`config.mk`:
```
export PLATFORM = sky130hd
export DESIGN_NAME = fusion_sequencer
export DESIGN_NICKNAME = d
export VERILOG_FILES = /design/src/rtl/fusion_pkg.sv /design/src/rtl/rr_arbiter.sv /design/src/rtl/fusion_sequencer.sv
export SDC_FILE = /design/constraint.sdc
export NUM_CORES = 1
export LEC_CHECK = 0
export CAP_MARGIN = 20
export CORE_UTILIZATION = 32
export DETAILED_ROUTE_END_ITERATION = 8
export GPL_ROUTABILITY_DRIVEN = 0
export PLACE_DENSITY = 0.85
export SYNTH_ARGS = -nofsm -noshare
export SYNTH_HDL_FRONTEND = slang
export SYNTH_HIERARCHICAL = 1
export SYNTH_SLANG_ARGS = --single-unit
```
`constraint.sdc`:
```
create_clock -name clk -period 2.1 [get_ports clk]
set_input_delay 0.315 -clock clk [delete_from_list [all_inputs] [get_ports clk]]
set_output_delay 0.315 -clock clk [all_outputs]
set_load 0.005 [all_outputs]
```
`src/rtl/fusion_pkg.sv`:
```
// fusion_pkg: sequencer state encoding and result-slot scan helper shared by fusion_sequencer
package fusion_pkg;
  typedef enum logic [2:0] {IDLE, LOAD, CALC, LATCH, OUTPUT} state_e;
  localparam int MAX_OUTS = 32;
  // Lowest unmasked slot in [start, n); returns n when none remain.
  function automatic logic [5:0] next_unmasked(input logic [MAX_OUTS-1:0] mask, input logic [5:0] start,
                                                input logic [5:0] n);
    next_unmasked = n;
    for (int i = MAX_OUTS - 1; i >= 0; i--)
      if (6'(i) >= start && 6'(i) < n && !mask[i]) next_unmasked = 6'(i);
  endfunction
endpackage

```
`src/rtl/rr_arbiter.sv`:
```
// rr_arbiter: round-robin pick of the first requester after last, as one-hot plus index
module rr_arbiter #(
  parameter int N = 2,
  localparam int W = N > 1 ? $clog2(N) : 1
) (
  input  logic [N-1:0] req,
  input  logic [W-1:0] last,
  output logic [N-1:0] gnt,
  output logic [W-1:0] idx
);
  logic [W:0] s;
  // Walk offsets from farthest to nearest so the nearest requester after last wins.
  always_comb begin
    gnt = '0;
    idx = '0;
    s = '0;
    for (int o = N; o >= 1; o--) begin
      s = (W + 1)'(last) + (W + 1)'(o);
      s = s >= (W + 1)'(N) ? s - (W + 1)'(N) : s;
      if (req[s[W-1:0]]) begin
        gnt = '0;
        gnt[s[W-1:0]] = 1'b1;
        idx = s[W-1:0];
      end
    end
  end
endmodule

```
`src/rtl/fusion_sequencer.sv`:
```
// fusion_sequencer: round-robin Kalman fusion sequencer with serialised result output
// Optional filter timeout enabled by defining FUSION_TIMEOUT_EN.
module fusion_sequencer
  import fusion_pkg::*;
#(
  parameter int NUM_GROUPS = 2,
  parameter int OUTS_PER_GROUP = 2,
  parameter int TIMEOUT_W = 16,
  localparam int SEL_W = $clog2(NUM_GROUPS * OUTS_PER_GROUP)
) (
  input  logic                                 clk,
  input  logic                                 n_rst,
  input  logic                                 configured,
  input  logic [NUM_GROUPS-1:0]                sensor_ready,
  input  logic                                 kalman_done,
  input  logic                                 output_done,
  input  logic [NUM_GROUPS*OUTS_PER_GROUP-1:0] out_mask,
  input  logic [TIMEOUT_W-1:0]                 timeout_limit,
  output logic [NUM_GROUPS-1:0]                sensor_read,
  output logic [NUM_GROUPS-1:0]                load_group,
  output logic [NUM_GROUPS-1:0]                filter_enable,
  output logic [NUM_GROUPS-1:0]                latch_result,
  output logic                                 clear,
  output logic                                 write_enable,
  output logic [SEL_W-1:0]                     output_sel,
  output logic                                 busy,
  output logic                                 timeout_err
);
  localparam int GW = NUM_GROUPS > 1 ? $clog2(NUM_GROUPS) : 1;
  localparam int IW = OUTS_PER_GROUP > 1 ? $clog2(OUTS_PER_GROUP) : 1;
  state_e                    state_q, state_d;
  logic [GW-1:0]             grp_q, grp_d, last_q, last_d, gnt_idx;
  logic [NUM_GROUPS-1:0]     gnt, grp_oh;
  logic [OUTS_PER_GROUP-1:0] mask_q, mask_d;
  logic [IW-1:0]             idx_q, idx_d;
  logic [5:0]                nxt;
`ifdef FUSION_TIMEOUT_EN
  logic [TIMEOUT_W-1:0]      cnt_q, cnt_d;
  logic                      tmo_q, tmo_d, expire;
  assign expire = timeout_limit != '0 && cnt_q + TIMEOUT_W'(1) == timeout_limit;
  assign timeout_err = tmo_q;
`else
  logic                      unused_timeout_limit;
  assign unused_timeout_limit = ^timeout_limit;
  assign timeout_err = 1'b0;
`endif
  rr_arbiter #(.N(NUM_GROUPS)) u_arb (.req(sensor_ready), .last(last_q), .gnt(gnt), .idx(gnt_idx));
  assign nxt = next_unmasked(MAX_OUTS'(mask_q), state_q == LATCH ? 6'd0 : 6'(idx_q) + 6'd1,
                             6'(OUTS_PER_GROUP));
  always_comb begin
    state_d = state_q;
    grp_d   = grp_q;
    last_d  = last_q;
    mask_d  = mask_q;
    idx_d   = idx_q;
`ifdef FUSION_TIMEOUT_EN
    tmo_d   = 1'b0;
    cnt_d   = cnt_q + TIMEOUT_W'(1);
`endif
    case (state_q)
      IDLE: if (configured && |gnt) begin
        state_d = LOAD;
        grp_d   = gnt_idx;
        last_d  = gnt_idx;
        mask_d  = OUTS_PER_GROUP'(out_mask >> (32'(gnt_idx) * OUTS_PER_GROUP));
      end
      LOAD: begin
        state_d = CALC;
`ifdef FUSION_TIMEOUT_EN
        cnt_d   = '0;
`endif
      end
      CALC: begin
        state_d = kalman_done ? LATCH : CALC;
`ifdef FUSION_TIMEOUT_EN
        if (!kalman_done && expire) begin
          state_d = IDLE;
          tmo_d   = 1'b1;
        end
`endif
      end
      LATCH, OUTPUT: if (state_q == LATCH || output_done) begin
        state_d = nxt == 6'(OUTS_PER_GROUP) ? IDLE : OUTPUT;
        idx_d   = IW'(nxt);
      end
      default: state_d = IDLE;
    endcase
  end
  always_ff @(posedge clk) begin
    if (!n_rst) begin
      state_q <= IDLE;
      grp_q   <= '0;
      last_q  <= GW'(NUM_GROUPS - 1);
      mask_q  <= '0;
      idx_q   <= '0;
`ifdef FUSION_TIMEOUT_EN
      cnt_q   <= '0;
      tmo_q   <= 1'b0;
`endif
    end else begin
      state_q <= state_d;
      grp_q   <= grp_d;
      last_q  <= last_d;
      mask_q  <= mask_d;
      idx_q   <= idx_d;
`ifdef FUSION_TIMEOUT_EN
      cnt_q   <= cnt_d;
      tmo_q   <= tmo_d;
`endif
    end
  end
  assign grp_oh        = NUM_GROUPS'(1) << grp_q;
  assign sensor_read   = state_q == LOAD ? grp_oh : '0;
  assign load_group    = state_q == LOAD ? grp_oh : '0;
  assign filter_enable = state_q == CALC ? grp_oh : '0;
  assign latch_result  = state_q == LATCH ? grp_oh : '0;
  assign clear         = state_q != CALC;
  assign write_enable  = state_q == OUTPUT;
  assign output_sel    = write_enable ? SEL_W'(32'(grp_q) * OUTS_PER_GROUP + 32'(idx_q)) : '0;
  assign busy          = state_q != IDLE;
endmodule

```
==> results_dict.tcl, run 1 <==
set metrics [dict create \
    synth-edff-count 0 \
    drtPass1Iterations 4 \
    status "complete, no violations" \
    rsz0062_at_grt "false" \
    hold_path_class "reg2reg" \
    vias_per_cell 5.20 \
    die_w_um 42.7 \
    clkLatencyLatePin_ns 0.25 \
    drtIter0Drc 4 \
    power.share.clock_pct 27.7 \
    pin_count 41 \
    detail-route-antenna-nets 0 \
    clk_pin_slew_ns 0.05 \
    tns_ns 0 \
    setup_viol 0 \
    synth_mux_area_share_pct 3.78 \
    cp-start-kind "flop" \
    initial_utilization_pct 34.7 \
    h-tree-depth 1 \
    cp_max_fo 9 \
    avgSynthCellArea_um2 8.54 \
    fin_skew_ns 0.000836 \
    max_freq_ghz 0.498 \
    drv_cap 0 \
    crit_type "reg2out" \
    drcViolationCount 0 \
    power.leakage_nw 0.312 \
    slew_violations 0 \
    multi_input_area_um2 304 \
    ir_drop_v 0.000222 \
    final_util_pct 50.7 \
    synth_top_family_by_area "simple AND/OR/NAND/NOR gates" \
    die_area_um2 1820 \
    grtUsageTotal_pct 12.6 \
    cts_buffer_depth 2 \
    dp_hpwl_um 784 \
    cts_buffers 3 \
    grt_pass1_vias 437 \
    synth_flop_cell "dfxtp_1" \
    drive_above_1_share_pct 16.9 \
    core_area_um2 1520 \
    synthSimpleGateAreaFrac_pct 28.4 \
    async_reset_ff_share_pct 0 \
    seqPwrFrac_pct 43.9 \
    grt_first_pass_wirelength_mm 1.75 \
    diodes 0 \
    dieHeight_um 42.7 \
    period_share_pct 95.6 \
    via_count 515 \
    synthToLayoutAreaGrowth_pct 46.1 \
    synth_cells 62 \
    nets 112 \
    mostFrequentLayoutCells "clkdlybuf4s50_1, o21ai_0, nor2_1, a21boi_1, dfxtp_1" \
    io_buffers 23 \
    switching_share_pct 26.1 \
    cts.sinks 8 \
    synthAdderAreaFrac_pct 0 \
    end_kind "output pin" \
    cts_tree "yes" \
    seqCellArea_um2 168 \
    syn_nets 89 \
    final.min_clock_period_ns 2.01 \
    yosysSeqAreaShare_pct 30.3 \
    synth.cell_area_um2 529 \
    yosys_warnings 6 \
    p_int_uw 303 \
    p_per_area_nw_per_um2 530 \
    p_switching_uw 107 \
    final_common_cell "clkdlybuf4s50_1" \
    overflow 0 \
    fillers 151 \
    ys_seq_elements 8 \
    grt_max_degree 11 \
    final_cell_area_um2 773 \
    reg2reg_from "state_q[1]$_SDFFE_PN0P_" \
    min_from "mask_q[0]$_SDFFE_PN0P_" \
    wl_per_cell_um 10.8 \
    critPathArrivalTime_ns 1.69 \
    hold_viol_final 0 \
    cts-root-buf "clkbuf_4" \
    cp-startpoint "state_q[2]$_SDFFE_PN0P_" \
    placed_area_um2 727 \
    synthDistinctLibCells 27 \
    routed_wl_mm 1.07 \
    row_count 14 \
    synth_compound_area_share_pct 21.7 \
    antenna_found_initial 0 \
    combPwrFrac_pct 28.5 \
    timing.slew.headroom_pct 53.1 \
    crit_required_ns 1.78 \
    worstMarginPinSlew_ns 0.696 \
    synthXorXnorAreaFrac_pct 1.65 \
    p_total_uw 410 \
]
==> power groups by stage <==
| stage | combinational (mW) | clock [mW] | sequential [mW] |
|---|---|---|---|
| final | 0.117 | 0.113 | 0.180 |
| after global routing | 0.129 | 0.124 | 0.182 |
| after CTS | 0.110 | 0.121 | 0.182 |
| after detailed placement | 0.109 | 0 | 0.184 |
| after global placement | 0.107 | 0 | 0.183 |
| after floorplan | 0.0823 | 0 | 0.173 |
==> synth_stat cells, types with 2 or more instances <==
library cell	number	area (um2)
dfxtp_1	8	160
o21ai_0	8	40.0
buf_4	5	37.5
a21boi_1	4	30.0
nor2_1	4	15.0
inv_1	3	11.3
or3_1	3	18.8
a211oi_1	2	15.0
a21o_1	2	15.0
and2_1	2	12.5
buf_6	2	22.5
mux2i_1	2	20.0
nand2_1	2	7.51
nor4b_1	2	17.5
==> worst max-delay path: stages, from the launching register on <==
cell and delay (ns):
dfxtp_2 0.36, or3b_2 0.50, nor2_1 0.10, clkdlybuf4s50_1 0.50
==> state kept, by name (all words and copies together), names as in the netlist <==
signal,count
idx_q,1
mask_q,2
last_q,1
state_q,3
grp_q,1
==> path summary, 6_finish.rpt <==
kind                                  to  slack, ns  depth (start not counted)
setup / recovery        filter_enable[1]       0.09                          3
hold / removal    mask_q[0]$_SDFFE_PN0P_       0.49                          2
setup reg to reg  mask_q[0]$_SDFFE_PN0P_       0.59                          4
hold reg to reg   mask_q[0]$_SDFFE_PN0P_       0.49                          2
==> cell families (layout without fill, tap and decap cells) <==
family | count (synthesis) | after routing
compound gates | 18 | 18
xor+xnor | 1 | 1
buf+inv | 10 | 31
flops | 8 | 8
mux | 2 | 2
other cells | 1 | 1
simple gates | 22 | 22
==> area by class of cell <==
cell class	instances	share of cell area (%)
Clock buffer	3	2.91
Inverter	3	1.46
Multi-Input combinational cell	44	39.3
Sequential cell	8	21.7
Tap cell	16	2.59
Timing Repair Buffer	25	32.0
==> timing repair <==
item,in CTS,in global routing
resized for setup,1,6
buffers inserted,0,1
setup endpoints to repair,2,8
pin swaps,0,0
hold buffers,0,0
==> stage by stage <==
stage | cells | hold slack [ns] | setup slack [ns]
6_report | 99 | 0.492 | 0.0916
5_1_grt | 99 | 0.518 | 0.00787
4_1_cts | 98 | 0.495 | 0.00383
3_5_place_dp | 95 | 0.491 | 0.157
3_3_place_gp | 95 | 0.471 | 0.205
2_1_floorplan | 62 | 0.387 | 0.466
==> routing by layer <==
metal	global-route usage [%]	up-vias	wire (um)
met3	2.55	0	64
met2	20.3	23	522
met4	7.50	0	0
met1	15.2	231	479
li1	-	261	-
met5	0	-	0
No activity file was read; power rests on OpenSTA's default activity.
==> run 2: changes to the inputs <==
--- a/config.mk
+++ b/config.mk
@@ -9,6 +9,7 @@
 export CORE_UTILIZATION = 32
 export DETAILED_ROUTE_END_ITERATION = 8
 export GPL_ROUTABILITY_DRIVEN = 0
+export GPL_TIMING_DRIVEN = 0
 export PLACE_DENSITY = 0.85
 export SYNTH_ARGS = -nofsm -noshare
 export SYNTH_HDL_FRONTEND = slang
==> run 2 against run 1 <==
Against the previous run: clock power grew 4%; maximum frequency grew 1.2%; critical path type unchanged; count of clock-buffer cells in the layout is the same.
==> results_dict.tcl, run 2 (synthesis gave the netlist of run 1 again) <==
set metrics [dict create \
    status "complete, no violations" \
    fillers 151 \
    io_buffers 23 \
    cts_tree "yes" \
    slew_violations 0 \
    via_count 518 \
    grtUsageTotal_pct 14.2 \
    antenna_found_initial 0 \
    end_kind "output pin" \
    nets 117 \
    cts_buffer_depth 2 \
    final.min_clock_period_ns 1.99 \
    setup_viol 0 \
    power.leakage_nw 0.362 \
    grt_first_pass_wirelength_mm 1.99 \
    diodes 0 \
    drv_cap 0 \
    max_freq_ghz 0.504 \
    die_area_um2 1820 \
    crit_buf_inv 3 \
    detail-route-antenna-nets 0 \
    cts.sinks 8 \
    drcViolationCount 0 \
    clk_pin_slew_ns 0.05 \
    p_per_area_nw_per_um2 519 \
    worstMarginPinSlew_ns 0.635 \
    vias_per_cell 4.98 \
    initial_utilization_pct 34.7 \
    row_count 14 \
    cts_buffers 3 \
    hold_path_class "reg2reg" \
    drive_above_1_share_pct 20.5 \
    crit_chain "inv_1 -> nor4b_4 -> buf_4 -> clkdlybuf4s50_1" \
    cts-root-buf "clkbuf_4" \
    cp-start-kind "flop" \
    wl_per_cell_um 10.3 \
    cp_max_fo 6 \
    holdWs_ns 0.504 \
    dieHeight_um 42.7 \
    cp_top_family "buffers and inverters" \
    reg_top3 "state_q x3, mask_q x2" \
    dp_slack_ns -0.239 \
    fin_ws_ns 0.115 \
    timing.slew.headroom_pct 57.2 \
    core_area_um2 1520 \
    rsz0062_at_grt "false" \
    drtPass1Iterations 2 \
    multi_input_area_um2 328 \
    p_total_uw 435 \
    clkLatencyLatePin_ns 0.25 \
    grt_pass1_vias 512 \
    largest_reg_flops 3 \
    crit_required_ns 1.78 \
    mostFrequentLayoutCells "clkdlybuf4s50_1, o21ai_0, dfxtp_1" \
    seqCellArea_um2 163 \
    h-tree-depth 1 \
    routed_wl_mm 1.07 \
    top_register "state_q" \
    overflow 0 \
    crit_type "reg2out" \
    drtIter0Drc 5 \
    die_w_um 42.7 \
    critPathArrivalTime_ns 1.67 \
    synthToLayoutAreaGrowth_pct 58.6 \
    pin_count 41 \
    period_share_pct 94.5 \
    ir_drop_v 0.000267 \
    fin_skew_ns 0.00145 \
    final_util_pct 55.1 \
    ctsHoldBuffers 0 \
    dp_hpwl_um 804 \
    hold_viol_final 0 \
    grt_max_degree 11 \
    critical_path.max_stage_delay_ns 0.48 \
    crit_path_top_delay_cell "clkdlybuf4s50_1" \
    final_common_cell "clkdlybuf4s50_1" \
]
## run 2: repair_timing
| action | 4_1_cts | 5_1_grt |
|---|---|---|
| gates cloned | 0 | 0 |
| setup buffers | 0 | 0 |
| gates resized for setup | 2 | 8 |
| endpoints found under the setup margin | 3 | 13 |
## run 2: where the power goes
part	internal [mW]	switching, mW
clock network	0.0653	0.0514
registers	0.164	0.00870
logic	0.0901	0.0556
total	0.320	0.116
## run 2: layer usage
layer / track usage (%) / share of wire (%)
met5: 0 / 0
met3: 3.83 / 5.3
met2: 23.6 / 49
met1: 16.5 / 43
met4: 7.50 / 2.1
## run 2: worst paths after layout
kind / start / end / slack [ns] / depth (start not counted)
min: mask_q[0]$_SDFFE_PN0P_ / mask_q[0]$_SDFFE_PN0P_ / 0.50 / 2
max reg2reg: last_q$_SDFFE_PN1P_ / mask_q[0]$_SDFFE_PN0P_ / 0.41 / 5
min reg2reg: mask_q[0]$_SDFFE_PN0P_ / mask_q[0]$_SDFFE_PN0P_ / 0.50 / 2
max: grp_q$_SDFFE_PN0P_ / sensor_read[1] / 0.11 / 4
## run 2: layout make-up
| cell class | instances | share of cell area [%] |
|---|---|---|
| timing repair buffer | 23 | 28.0 |
| buffer | 7 | 7.15 |
| inverter | 3 | 1.34 |
| tap | 16 | 2.38 |
| sequential | 8 | 19.4 |
| multi-input combinational | 44 | 39.0 |
| clock buffer | 3 | 2.68 |
## run 2: tightest hold or removal path: stages, from the launching register on
cell	delay [ns]
dfxtp_1	0.31
o21ai_0	0.07
a21boi_1	0.06
## run 2: per-stage QoR
step	instance area [um2]	setup TNS, ns	cells
floorplan	529	0	62
finish	840	0	104
global route	840	0	104
CTS	811	0	104
detailed placement	779	-0.995	101
global placement	779	-0.830	101
